## src/rtl/baud_tick_gen.sv

```systemverilog
// Fractional baud-rate tick generator: rx_tick at the oversample rate, tx_tick at the bit rate.
// Define BAUD_PRESET_EN to add the sel/sel_load preset divisor table.
module baud_tick_gen #(
    parameter int unsigned DIV_W        = 16,
    parameter int unsigned FRAC_W       = 4,
    parameter int unsigned OVERSAMPLE   = 16,
    parameter int unsigned DEFAULT_INT  = 54,
    parameter int unsigned DEFAULT_FRAC = 4
) (
    input  logic              CLK100MHZ,
    input  logic              resetn,
    input  logic              en,
    input  logic [DIV_W-1:0]  div_int,
    input  logic [FRAC_W-1:0] div_frac,
    input  logic              div_load,
    input  logic              rx_resync,
`ifdef BAUD_PRESET_EN
    input  logic [2:0]        sel,
    input  logic              sel_load,
`endif
    output logic              rx_tick,
    output logic              tx_tick,
    output logic [DIV_W-1:0]  div_int_q,
    output logic [FRAC_W-1:0] div_frac_q,
    output logic              cfg_err
);

    localparam int unsigned       OS_W    = $clog2(OVERSAMPLE);
    localparam logic [DIV_W-1:0]  MIN_DIV = DIV_W'(2);
    localparam logic [DIV_W:0]    CNT_ONE = (DIV_W+1)'(1);
    localparam logic [OS_W-1:0]   OS_LAST = OS_W'(OVERSAMPLE - 1);

    logic [DIV_W:0]    cnt_q, cnt_d;
    logic [FRAC_W-1:0] acc_q, acc_d;
    logic              carry_q, carry_d;
    logic [OS_W-1:0]   os_cnt_q, os_cnt_d;
    logic              init_q;
    logic              rx_tick_q, rx_tick_d;
    logic              tx_tick_q, tx_tick_d;
    logic [DIV_W-1:0]  div_int_d;
    logic [FRAC_W-1:0] div_frac_d;
    logic              cfg_err_q, cfg_err_d;
    logic              cfg_load;
    logic              restart;
    logic [DIV_W:0]    lim;
    logic              period_end;

`ifdef BAUD_PRESET_EN
    logic [DIV_W-1:0]  preset_int;
    logic [FRAC_W-1:0] preset_frac;

    // Presets assume a 100 MHz clock, 16x oversampling and FRAC_W = 4.
    always_comb begin
        preset_int  = DIV_W'(54);
        preset_frac = FRAC_W'(4);
        case (sel)
            3'd0: begin preset_int = DIV_W'(5208); preset_frac = FRAC_W'(5);  end
            3'd1: begin preset_int = DIV_W'(2604); preset_frac = FRAC_W'(3);  end
            3'd2: begin preset_int = DIV_W'(1302); preset_frac = FRAC_W'(1);  end
            3'd3: begin preset_int = DIV_W'(651);  preset_frac = FRAC_W'(1);  end
            3'd4: begin preset_int = DIV_W'(325);  preset_frac = FRAC_W'(8);  end
            3'd5: begin preset_int = DIV_W'(162);  preset_frac = FRAC_W'(12); end
            3'd6: begin preset_int = DIV_W'(108);  preset_frac = FRAC_W'(8);  end
            default: begin preset_int = DIV_W'(54); preset_frac = FRAC_W'(4); end
        endcase
    end

    assign cfg_load = div_load | sel_load;
`else
    assign cfg_load = div_load;
`endif

    // The cycle right after reset release restarts the phase just like a load does.
    assign restart    = cfg_load | rx_resync | init_q;
    assign lim        = {1'b0, div_int_q} + {{DIV_W{1'b0}}, carry_q};
    assign period_end = (cnt_q == lim - CNT_ONE);

    always_comb begin
        div_int_d  = div_int_q;
        div_frac_d = div_frac_q;
        cfg_err_d  = cfg_err_q;
        if (div_load) begin
            div_frac_d = div_frac;
            if (div_int < MIN_DIV) begin
                div_int_d = MIN_DIV;
                cfg_err_d = 1'b1;
            end else begin
                div_int_d = div_int;
            end
        end
`ifdef BAUD_PRESET_EN
        else if (sel_load) begin
            div_int_d  = preset_int;
            div_frac_d = preset_frac;
        end
`endif
    end

    always_comb begin
        cnt_d     = cnt_q;
        acc_d     = acc_q;
        carry_d   = carry_q;
        os_cnt_d  = os_cnt_q;
        rx_tick_d = 1'b0;
        tx_tick_d = 1'b0;
        if (restart) begin
            cnt_d    = '0;
            acc_d    = '0;
            carry_d  = 1'b0;
            os_cnt_d = '0;
        end else if (en) begin
            if (period_end) begin
                cnt_d              = '0;
                {carry_d, acc_d}   = {1'b0, acc_q} + {1'b0, div_frac_q};
                rx_tick_d          = 1'b1;
                if (os_cnt_q == OS_LAST) begin
                    os_cnt_d  = '0;
                    tx_tick_d = 1'b1;
                end else begin
                    os_cnt_d = os_cnt_q + 1'b1;
                end
            end else begin
                cnt_d = cnt_q + CNT_ONE;
            end
        end
    end

    always_ff @(posedge CLK100MHZ or negedge resetn) begin
        if (!resetn) begin
            cnt_q      <= '0;
            acc_q      <= '0;
            carry_q    <= 1'b0;
            os_cnt_q   <= '0;
            init_q     <= 1'b1;
            rx_tick_q  <= 1'b0;
            tx_tick_q  <= 1'b0;
            div_int_q  <= DIV_W'(DEFAULT_INT);
            div_frac_q <= FRAC_W'(DEFAULT_FRAC);
            cfg_err_q  <= 1'b0;
        end else begin
            cnt_q      <= cnt_d;
            acc_q      <= acc_d;
            carry_q    <= carry_d;
            os_cnt_q   <= os_cnt_d;
            init_q     <= 1'b0;
            rx_tick_q  <= rx_tick_d;
            tx_tick_q  <= tx_tick_d;
            div_int_q  <= div_int_d;
            div_frac_q <= div_frac_d;
            cfg_err_q  <= cfg_err_d;
        end
    end

    assign rx_tick = rx_tick_q;
    assign tx_tick = tx_tick_q;
    assign cfg_err = cfg_err_q;

endmodule
```

## config.mk

```make
export PLATFORM = sky130hd
export DESIGN_NAME = baud_tick_gen
export DESIGN_NICKNAME = d
export VERILOG_FILES = /design/src/rtl/baud_tick_gen.sv
export SDC_FILE = /design/constraint.sdc
export NUM_CORES = 1
export LEC_CHECK = 0
export CORE_MARGIN = 2
export CORE_UTILIZATION = 49
export DETAILED_ROUTE_END_ITERATION = 12
export PLACE_DENSITY = 0.86
export SLEW_MARGIN = 25
export SYNTH_ARGS = -nofsm -noshare
export SYNTH_HDL_FRONTEND = slang
export SYNTH_SLANG_ARGS = --single-unit
```

## constraint.sdc

```tcl
create_clock -name CLK100MHZ -period 3.4 [get_ports CLK100MHZ]
set_input_delay 0.68 -clock CLK100MHZ [delete_from_list [all_inputs] [get_ports CLK100MHZ]]
set_output_delay 0.68 -clock CLK100MHZ [all_outputs]
set_load 0.01 [all_outputs]
```

* Word-level counts from Yosys, hierarchy flattened
Cells that the tools add are included.
** Storage, ports and cells
- Register bits :: 50
- Input bits :: 25
** Operators by class
- Magnitude comparators :: 1
- Reductions and logical operators :: 4
- Add/sub/neg operators :: 5
- Mux-type cells :: 21
- Bitwise logic cells :: 2
- Equal/unequal tests :: 2
** Operators with widths (count)
- $mux 17 :: 3
- $mux 4 :: 7
- $add 16x1->17 :: 1
- $add 17x1->17 const B :: 1
- $eq 17x17->1 :: 1
- $sub 17x1->17 const B :: 1
- $lt 16x2->1 const B :: 1
- $mux 16 :: 1
- $mux 1 :: 10
- $add 4x4->5 :: 1
- $add 4x1->4 const B :: 1
- $eq 4x4->1 const B :: 1
- $reduce_and 2->1 :: 2
- $reduce_bool 2->1 :: 2
- $or 1x1->1 :: 2

* Longest topological paths before layout
Gate-level depths: netlist (run 1).
- Depth in word-level cells :: 6
- Mapped depth :: 12

* Worst setup path after synthesis (run 1)
Ideal clock, no wire load.
- Path kind :: reg2reg
- Start :: register div_int_q[0]
- End :: register acc_q[0]
- Slack :: -7 ps
- Period minus slack after synthesis :: 3407 ps
- Stages on the path, launching flop included :: 12
- Arrival time :: 3328 ps
- Data required time :: 3321 ps
- Cell sequence :: dfrtp_1 -> inv_1 -> ha_1 -> ha_1 -> or3b_2 -> buf_2 -> or4b_4 -> or3b_1 -> a21oi_2 -> nor2_2 -> nor4_4 -> mux2i_1
** On the way
- Cells in the longest elaborated chain, start to end :: 5
** Ends and longest elaborated chain
- start, declared :: line 23 : output logic [DIV_W-1:0] div_int_q,
- start signal, assigned :: line 137 : div_int_q <= DIV_W'(DEFAULT_INT);
- start signal, assigned :: line 148 : div_int_q <= div_int_d;
- $add 16x1->17 :: line 75 : assign lim = {1'b0, div_int_q} + {{DIV_W{1'b0}}, carry_q};
- $sub 17x1->17 :: line 76 : assign period_end = (cnt_q == lim - CNT_ONE);
- $eq 17x17->1 :: line 76
- $reduce_bool 2->1 (no line)
- $reduce_and 2->1 (no line)
- end signal, assigned :: line 131 : acc_q <= '0;
- end signal, assigned :: line 142 : acc_q <= acc_d;
- end, declared :: line 34 : logic [FRAC_W-1:0] acc_q, acc_d;
No other way between the ends.
A chain may end at the register's enable or synchronous reset.

* Final worst setup path (run 1)
- Start :: register div_int_q[0]
- End :: register cnt_q[0]
** On the way
- Cells in the longest elaborated chain, start to end :: 6
** Ends and longest elaborated chain
- $add 16x1->17 :: line 75
- $sub 17x1->17 :: line 76
- $eq 17x17->1 :: line 76
- $mux 17 :: line 112 : if (period_end) begin
- $mux 17 :: line 111 : end else if (en) begin
- $mux 17 :: line 106 : if (restart) begin
- end signal, assigned :: line 141 : cnt_q <= cnt_d;
- end, declared :: line 33 : logic [DIV_W:0] cnt_q, cnt_d;
No other way between the ends. The select of a mux whose other input is x is not followed.

==> reports/results.ini, run 1 <==
[setup_path]
cp-start-kind=register
r2r_cells=10
endpoint_kind=register
crit_required_ns=3.60
worstSetupPathType=register to register
cp.arrival_ns=3.43
r2r-start=div_int_q[0]
path_max_fanout=6
r2r_slack_ns=0.18
timing.rr.end=cnt_q[0]

[global_route]
grt_pass1_vias=2585
overflow=0
grtUsageTotal_pct=20.9
grt_pass1_wl_mm=11.9
grt_max_degree=51
antenna_found_initial=0

[cts]
cts_sinks=50
ctsHtreeMaxLevel=2
cts_buffer_depth=2
cts_setup_buffers=0
ctsResizeCount=0
clock_latency_ns=0.31
cts.clk_slew.worst_paths_ns=0.10
cts_hold_buf=0
cts_tree=done
cts_buffers=5
cts_root_buf=clkbuf_8

[finish]
final_util_pct=62.4
area_delta_synth_final_pct=21.2
stdcell_area_um2=3740
drive_gt1_share_pct=15.3
fillCellCount=489
antennaDiodeCount=0
nets=385

[sta]
final_hold_viol_count=0
max-slew-margin-rel_pct=57.3
finClkSkew_ns=0.0104
layout_setup_ws_ns=0.176
final_max_slew_viol_count=0
max_freq_mhz=310
period_share_pct=94.8
setup_viol=0
rsz0062_at_grt=true
tightest_slew_ns=0.634
min_period_ns=3.22
whs_ns=0.363

[power_and_ir_drop]
max-vdd-ir-drop_uv=213
p_leak_nw=1.45
powerDensity_nw_per_um2=342

[synthesis]
synth_nets=338
synth-edff-count=0
synthFlopType=dfrtp_1
yosys_warnings=0
yosysSeqAreaShare_pct=40.8
ys_async_sr_fraction_pct=100
syn_area_per_cell_um2=10.2
ys_ff_latch=50
syn_inst=304
netlist_area_um2=3090
synth_cell_types=58

[routing]
wl_per_cell_um=16.4
ant_nets=0
drt_wl_total_mm=7.01
wl_met1_mm=3.08
drc_errors=0
wl_met3_um=298
vias=2524
via_per_inst=5.91
firstDrtPassIters=5
drt_iter0_markers=195
routed.top_layer=met4
wl_met2_mm=3.49

[place]
dp_slack_ns=0.0670
placed_area_um2=3630
hpwl_mm=5.22
gp_congestion=0.873
io_buffer_count=47

[floorplanning]
initial_core_util_pct=51.5
fp.dieArea_um2=6950
fp.dieW_um=83.4
core_um2=5990
rows=28
io_pins=48
die_h_um=83.4

[run_status]
status=completed

[min_path]
worstHoldPathType=input pin to async pin

[flow_run]
max_cap_violations=0

==> metal layers <==
layer,vias to the layer above,GRT usage [%]
met2,59,35.9
met1,1249,25.5
met5,-,0
met3,13,5.07
li1,1203,-
met4,0,7.75
==> cells by family (layout without fill, tap and decap cells) <==
group                    count (synthesis)  after routing  share of synthesized area, %
buffers and inverters                   20             68                          3.12
adder cells (fa/ha/maj)                  9              9                          3.89
flip-flops                              50             50                          40.8
XOR/XNOR                                34             34                          9.65
AND/OR/NAND/NOR                        131            131                          25.1
AO/OA/AOI/OAI                           31             31                          7.58
other                                    1              1                         0.121
multiplexers                            28             28                          9.81
==> cells in the mapped netlist, types with 3 or more instances <==
cell / number / area, um^2
xnor2_1: 19 / 166
inv_1: 6 / 22.5
nor3b_1: 3 / 22.5
nor4b_1: 7 / 61.3
o21ai_0: 4 / 20.0
mux2_2: 18 / 203
nor4_1: 7 / 43.8
nor2_1: 10 / 37.5
dfrtp_1: 44 / 1100
mux2i_1: 10 / 100
and3_1: 5 / 31.3
o31ai_1: 3 / 22.5
dfstp_2: 6 / 158
nand3b_1: 3 / 22.5
clkbuf_1: 9 / 33.8
xor2_1: 15 / 131
a21oi_1: 6 / 30.0
nor3_1: 27 / 135
nand3_1: 8 / 40.0
nand2_1: 31 / 116
ha_1: 8 / 100
nand2b_1: 5 / 31.3
nand4_1: 4 / 25.0
==> area by class of cell <==
class	count	area (um^2)	area share [%]
clock buffers	7	86.3	2.31
clock inverters	1	5.00	0.134
inverters	6	22.5	0.602
multi-input cells	234	1750	46.7
flip-flops and latches	50	1260	33.7
well taps	75	93.8	2.51
repair buffers	54	528	14.1
==> metrics by stage <==
step                power, mW  TNS, ns  instances
finish                   1.28        0        427
global placement        0.913        0        419
detailed placement      0.922        0        419
CTS                      1.28        0        427
global route             1.34  -0.0184        427
floorplan               0.802        0        304
==> state kept, by name, indices dropped and copies added, names as in the netlist, 4 cells and up <==
register and count:
os_cnt_q 4, cnt_q 17, acc_q 4, div_int_q 16, div_frac_q 4
==> worst max-delay path by stage <==
stage	start	end	slack (ns)	cells past startpoint
finish	div_int_q[0]	cnt_q[0]	0.18	10
global route	div_int_q[6]	acc_q[3]	-0.007	8
CTS	div_int_q[0]	os_cnt_q[1]	0.05	11
detailed placement	div_int_q[0]	os_cnt_q[1]	0.07	11
global placement	div_int_q[0]	acc_q[0]	0.14	11
floorplan	div_int_q[0]	acc_q[0]	0.07	11
==> layout by cell type (no fill, tap or decap), types with 3 or more instances in the layout <==
cell / instances
clkdlybuf4s50_1: 46
dfrtp_1: 44
nand2_1: 31
nor3_1: 27
xnor2_1: 19
mux2_2: 18
xor2_1: 15
nor2_1: 10
mux2i_1: 10
nand3_1: 8
ha_1: 8
nor4b_1: 7
nor4_1: 7
inv_1: 6
a21oi_1: 6
clkbuf_8: 6
dfstp_2: 6
buf_4: 6
nand2b_1: 5
and3_1: 5
o21ai_0: 4
nand4_1: 4
nand3b_1: 3
o31ai_1: 3
nor3b_1: 3
==> where the power goes <==
group / switching (mW) / internal [mW] / total, mW
clock network: 0.201 / 0.165 / 0.365
registers: 0.0475 / 0.624 / 0.672
logic: 0.110 / 0.133 / 0.243
total: 0.358 / 0.921 / 1.28
==> worst max-delay path, cell delays in order, from the launching register on <==
cell      delay [ns]
dfrtp_1         0.40
inv_1           0.06
ha_1            0.19
ha_1            0.21
or3b_4          0.43
or4b_4          0.59
or3b_1          0.41
a21oi_2         0.21
o22a_1          0.19
a311oi_1        0.13
mux2_2          0.30
(Power assumes the default switching activity.)
==> run 2, diff against run 1 <==
--- a/config.mk
+++ b/config.mk
@@ -6,9 +6,10 @@
 export NUM_CORES = 1
 export LEC_CHECK = 0
 export CORE_MARGIN = 2
-export CORE_UTILIZATION = 49
+export CORE_UTILIZATION = 50
 export DETAILED_ROUTE_END_ITERATION = 12
-export PLACE_DENSITY = 0.86
+export GPL_TIMING_DRIVEN = 0
+export PLACE_DENSITY = 0.84
 export SLEW_MARGIN = 25
 export SYNTH_ARGS = -nofsm -noshare
 export SYNTH_HDL_FRONTEND = slang
==> constraint.sdc (replaced) <==
create_clock -name CLK100MHZ -period 3.6 [get_ports CLK100MHZ]
set_input_delay 0.72 -clock CLK100MHZ [delete_from_list [all_inputs] [get_ports CLK100MHZ]]
set_output_delay 0.72 -clock CLK100MHZ [all_outputs]
set_load 0.01 [all_outputs]
==> run 2 against run 1 <==
Sequential cell count is the same. Sequential power shrank 7.0%. Utilization rose by 1.6 points. Clock skew grew 0.0047 ns. Critical endpoint unchanged. Highest routed layer unchanged.
==> reports/results.ini, run 2 (synthesis gave the netlist of run 1 again) <==
[setup_path]
crit_required_ns=3.80  ; +0.20 ns
r2r-start=div_int_q[0]
cp-start-kind=register
r2r_slack_ns=0.11  ; -0.06 ns
slowest_stage=or4b_4
max_stage_delay_ns=0.61  ; +0.02 ns
path_max_fanout=6  ; unchanged
r2r_cells=11  ; +1
timing.rr.end=cnt_q[0]
worstSetupPathType=register to register
cp.arrival_ns=3.68  ; +0.25 ns
crit_chain=inv_1 > ha_1 > ha_2 > or3b_2 > or4b_4 > or3b_4 > a21oi_4 > buf_4 > o22a_1 > a311oi_1 > mux2_2
endpoint_kind=register

[cts]
cts_root_buf=clkbuf_8
ctsHtreeMaxLevel=2  ; unchanged
clock_latency_ns=0.31  ; about the same
cts_sinks=50  ; unchanged
cts_tree=done
cts_hold_buf=0  ; unchanged
cts.clk_slew.worst_paths_ns=0.10  ; about the same
cts_buffers=5  ; unchanged
cts_buffer_depth=2  ; unchanged

[finish]
antennaDiodeCount=0  ; unchanged
fillCellCount=469  ; -4.1%
biggestRegsByFlops=cnt_q x17, div_int_q x16
fin_cells=437  ; +2.3%
area_delta_synth_final_pct=23.5
mostFrequentLayoutCells=clkdlybuf4s50_1, dfrtp_1, nand2_1, nor3_1, xnor2_1
final_common_cell=clkdlybuf4s50_1
drive_gt1_share_pct=16.3  ; +0.96 points
final_util_pct=64.0  ; +1.6 points
largest-register=cnt_q
largest_reg_flops=17  ; unchanged
nets=395  ; +2.6%

[sta]
finClkSkew_ns=0.0152  ; +0.00475 ns
max_freq_mhz=287  ; -7.6%
period_share_pct=96.9  ; +2.1 points
min_period_ns=3.49  ; +0.264 ns
final_hold_viol_count=0  ; unchanged
whs_ns=0.419  ; +0.0557 ns
setup_viol=0  ; unchanged
max-slew-margin-rel_pct=49.8  ; -7.4 points
tightest_slew_ns=0.747  ; +0.113 ns
tns_ns=0  ; unchanged
final_max_slew_viol_count=0  ; unchanged

[min_path]
worstHoldPathType=input pin to async pin

[floorplanning]
io_pins=48  ; unchanged
core_um2=5960  ; -0.58%
fp.dieW_um=82.6  ; -0.96%
die_h_um=82.6  ; -0.96%
initial_core_util_pct=51.8  ; +0.30 points
rows=28  ; unchanged
fp.dieArea_um2=6820  ; -1.9%

[power_and_ir_drop]
powerDensity_nw_per_um2=320  ; -6.6%
max-vdd-ir-drop_uv=237  ; +11%
p_leak_nw=1.47  ; +1.4%
p_total_mw=1.22  ; -4.8%

[routing]
vias=2521  ; -0.12%
via_per_inst=5.77  ; -2.4%
wl_per_cell_um=16.6  ; +1.4%
drt_iter0_markers=229  ; +17%
ant_nets=0  ; unchanged
firstDrtPassIters=4  ; -1
drc_errors=0  ; unchanged
drt_wl_total_mm=7.27  ; +3.7%

[run_status]
status=completed

[place]
gp_congestion=0.885  ; +1.4%
place_inst=425  ; +1.4%
hpwl_mm=5.43  ; +4.0%
io_buffer_count=46  ; -2.1%

[global_route]
antenna_found_initial=0  ; unchanged
overflow=0  ; unchanged
grt_max_degree=51  ; unchanged
grt_pass1_vias=2649  ; +2.5%
grt_pass1_wl_mm=12.3  ; +4.0%
grtUsageTotal_pct=23.6  ; +2.6 points

[flow_run]
max_cap_violations=0  ; unchanged

[run 2: power by group]
| group | total (mW) | switching [mW] | internal (mW) |
|---|---|---|---|
| clock | 0.347 | 0.192 | 0.155 |
| sequential | 0.625 | 0.0363 | 0.589 |
| combinational | 0.246 | 0.117 | 0.129 |
[run 2: area by class of cell]
class	instances	area, um^2	area share (%)
clock inverters	2	12.5	0.328
flip-flops and latches	50	1260	33.0
well taps	75	93.8	2.46
repair buffers	51	508	13.3
inverters	6	22.5	0.591
plain buffers	13	68.8	1.81
multi-input cells	234	1770	46.3
clock buffers	6	82.6	2.17
[run 2: stage by stage]
stage	area, um^2	setup WS, ns
after floorplan	3090	0.193
after global placement	3640	-0.0526
after detailed placement	3640	-0.194
after CTS	3780	0.0565
after global routing	3810	-0.00732
final	3810	0.112
[run 2: worst max path at each step]
stage                  from        end  slack, ns  cells past startpoint
6_report       div_int_q[0]   cnt_q[0]       0.11                     11
5_1_grt        div_int_q[0]   cnt_q[0]     -0.007                     11
4_1_cts        div_int_q[0]  cnt_q[13]       0.06                     12
3_5_place_dp   div_int_q[0]   acc_q[0]      -0.19                     11
3_3_place_gp   div_int_q[0]   acc_q[1]      -0.05                     11
2_1_floorplan  div_int_q[0]   acc_q[0]       0.19                     11
[run 2: timing repair]
item,in CTS,in global routing
endpoints found under the setup margin,17,23
setup buffers,3,2
pin swaps,2,4
resized for setup,1,5
endpoints found under the hold margin,0,0
[run 2: worst max-delay path, delay by kind of cell (launching register included)]
kind | cells | cell delay (ns)
flip-flops | 1 | 0.41
buffers and inverters | 2 | 0.22
AND/OR/NAND/NOR | 3 | 1.61
adder cells (fa/ha/maj) | 2 | 0.38
multiplexers | 1 | 0.30
AO/OA/AOI/OAI | 3 | 0.46
[run 2: per-layer routing]
metal / routed length [um] / track usage, % / vias up
li1: - / - / 1215
met1: 3090 / 29.0 / 1215
met2: 3650 / 42.7 / 83
met3: 462 / 4.13 / 8
met4: 64 / 5.74 / 0
met5: 0 / 0 / -
==> run 3, diff against run 2 <==
--- a/config.mk
+++ b/config.mk
@@ -7,9 +7,11 @@
 export LEC_CHECK = 0
 export CORE_MARGIN = 2
 export CORE_UTILIZATION = 50
+export CTS_CLUSTER_SIZE = 12
 export DETAILED_ROUTE_END_ITERATION = 12
+export DONT_BUFFER_PORTS = 1
 export GPL_TIMING_DRIVEN = 0
-export PLACE_DENSITY = 0.84
+export PLACE_DENSITY = 0.74
 export SLEW_MARGIN = 25
 export SYNTH_ARGS = -nofsm -noshare
 export SYNTH_HDL_FRONTEND = slang
==> run 3 against run 2 <==
Utilization decreased by 7.6 points. Die area unchanged. Critical endpoint is now cnt_q[10]. Hold slack got worse by 0.33 ns. Clock power about the same. Sequential share of layout area increased by 4.5 points. Worst setup slack improved by 0.059 ns. Combinational power decreased by 37%. Sequential power increased by 2%. Largest cell class unchanged. Register-to-register slack improved by 0.06 ns. Clock skew decreased by 0.0077 ns. First-iteration DRC count decreased by 35%.
==> reports/results.ini, run 3 (synthesis gave the netlist of run 1 again) <==
[routing]
vias=2377  ; -5.7%
drt_wl_total_mm=6.97  ; -4.1%
drt_iter0_markers=148  ; -35%
via_per_inst=6.11  ; +5.9%
drc_errors=0  ; unchanged
ant_nets=0  ; unchanged
firstDrtPassIters=4  ; unchanged
wl_per_cell_um=17.9  ; +7.7%

[sta]
setup_viol=0  ; unchanged
max-slew-margin-rel_pct=52.7  ; +2.9 points
rsz0062_at_grt=false
whs_ns=0.0932  ; -0.326 ns
final_max_slew_viol_count=0  ; unchanged
max_freq_mhz=292  ; +1.7%
finClkSkew_ns=0.00745  ; -0.00771 ns
min_period_ns=3.43  ; -0.0591 ns
layout_setup_ws_ns=0.171  ; +0.0591 ns
period_share_pct=95.2  ; -1.6 points
final_hold_viol_count=0  ; unchanged
tightest_slew_ns=0.704  ; -0.0429 ns

[floorplanning]
fp.dieArea_um2=6820  ; unchanged
die_h_um=82.6  ; unchanged
io_pins=48  ; unchanged
rows=28  ; unchanged
fp.dieW_um=82.6  ; unchanged
core_um2=5960  ; unchanged
initial_core_util_pct=51.8  ; unchanged

[power_and_ir_drop]
switching_share_pct=28.3  ; -0.034 points
p_clk_share_pct=30.4  ; +1.9 points
max-vdd-ir-drop_uv=221  ; -6.6%
p_leak_nw=1.29  ; -12%
powerDensity_nw_per_um2=340  ; +6.4%
p_seq_share_pct=56.0  ; +4.7 points
p_int_uw=819  ; -6.2%
switchingPower_uw=324  ; -6.4%
combPwrFrac_pct=13.6  ; -6.6 points

[finish]
biggestRegsByFlops=cnt_q x17, div_int_q x16
final_common_cell=dfrtp_1
mostFrequentLayoutCells=dfrtp_1, nand2_1, nor3_1, xnor2_1, mux2_2
largest_reg_flops=17  ; unchanged
largest-register=cnt_q
fillCellCount=530  ; +13%
drive_gt1_share_pct=18.8  ; +2.5 points
fin_cells=389  ; -11%
area_delta_synth_final_pct=8.76
antennaDiodeCount=0  ; unchanged
nets=347  ; -12%

[global_route]
gr-usage-met3_pct=4.46  ; +0.33 points
busiest_layer=met2
use_met2_pct=39.3  ; -3.4 points
grt_use_met1_pct=30.5  ; +1.5 points
grtUsageTotal_pct=23.2  ; -0.35 points
overflow=0  ; unchanged
grt_max_degree=51  ; unchanged
antenna_found_initial=0  ; unchanged
grt_pass1_wl_mm=12.1  ; -2.3%
grt_pass1_vias=2390  ; -9.8%

[run_status]
status=completed

[setup_path]
r2r-start=div_int_q[0]
timing.rr.end=cnt_q[10]
r2r_slack_ns=0.17  ; +0.06 ns
cp-start-kind=register
crit_required_ns=3.77  ; -0.03 ns
worstSetupPathType=register to register
endpoint_kind=register
path_max_fanout=9  ; +3
cp.arrival_ns=3.60  ; -0.08 ns
r2r_cells=10  ; -1

[place]
io_buffer_count=0  ; -100%
gp_congestion=0.841  ; -5.1%
dp_slack_ns=-0.203  ; -0.00967 ns
place_inst=379  ; -11%
hpwl_mm=5.17  ; -4.9%

[cts]
cts_buffer_depth=2  ; unchanged
cts_buffers=5  ; unchanged
ctsHtreeMaxLevel=2  ; unchanged
cts_root_buf=clkbuf_8
clock_latency_ns=0.31  ; about the same
cts.clk_slew.worst_paths_ns=0.09  ; about the same
cts_sinks=50  ; unchanged
cts_tree=done

[min_path]
worstHoldPathType=input pin to async pin

[flow_run]
max_cap_violations=0  ; unchanged

## run 3: worst max path at each step
stage / slack [ns] / endpoint / cells after the start / start
2_1_floorplan: 0.19 / acc_q[0] / 11 / div_int_q[0]
3_3_place_gp: -0.08 / acc_q[2] / 11 / div_int_q[0]
3_5_place_dp: -0.20 / acc_q[1] / 11 / div_int_q[0]
4_1_cts: 0.06 / cnt_q[15] / 12 / div_int_q[0]
5_1_grt: 0.02 / cnt_q[2] / 11 / div_int_q[0]
6_report: 0.17 / cnt_q[10] / 10 / div_int_q[0]
## run 3: power groups by stage
stage	Combinational, mW	Sequential (mW)	Clock, mW
after floorplan	0.121	0.636	0
after global placement	0.139	0.649	0
after detailed placement	0.145	0.650	0
after CTS	0.147	0.639	0.352
after global routing	0.171	0.644	0.368
final	0.155	0.639	0.348
## run 3: final cells by class
class | instances | area (um^2) | area share, %
Clock buffer | 7 | 86.3 | 2.57
Inverter | 6 | 22.5 | 0.671
Timing Repair Buffer | 4 | 42.5 | 1.27
Multi-Input combinational cell | 234 | 1780 | 53.1
Tap cell | 75 | 93.8 | 2.80
Sequential cell | 50 | 1260 | 37.5
Buffer | 12 | 65.1 | 1.94
Clock inverter | 1 | 5.00 | 0.149
## run 3: what timing repair did
action,in CTS,in global routing
hold buffers,0,0
setup endpoints to repair,17,23
gates resized for setup,1,10
buffers inserted,2,1
pin swaps,2,4
gates cloned,0,1
## run 3: per-stage QoR
step / instance area (um^2) / power (mW) / util [%] / setup TNS, ns
after CTS: 3310 / 1.14 / 55.5 / 0
final: 3360 / 1.14 / 56.4 / 0
after global routing: 3360 / 1.18 / 56.4 / 0
after floorplan: 3090 / 0.757 / - / 0
after global placement: 3180 / 0.788 / 53.4 / -0.494
after detailed placement: 3180 / 0.795 / 53.4 / -1.78
## run 3: critical path: stages, from the launching register on
cell and delay, ns:
dfrtp_2 0.45, inv_1 0.07, ha_2 0.21, or4b_1 0.64, o31a_1 0.33, nor4b_1 0.33
nor3_1 0.17, a2111o_1 0.48, nor4_4 0.37, buf_4 0.21, nor3_1 0.05
## run 3: routing by layer
layer,part of all wire [%],up-vias,wire length (um)
li1,-,1123,-
met1,44,1193,3070
met2,50,54,3500
met3,4.3,7,300
met4,1.5,0,102
met5,0,-,0
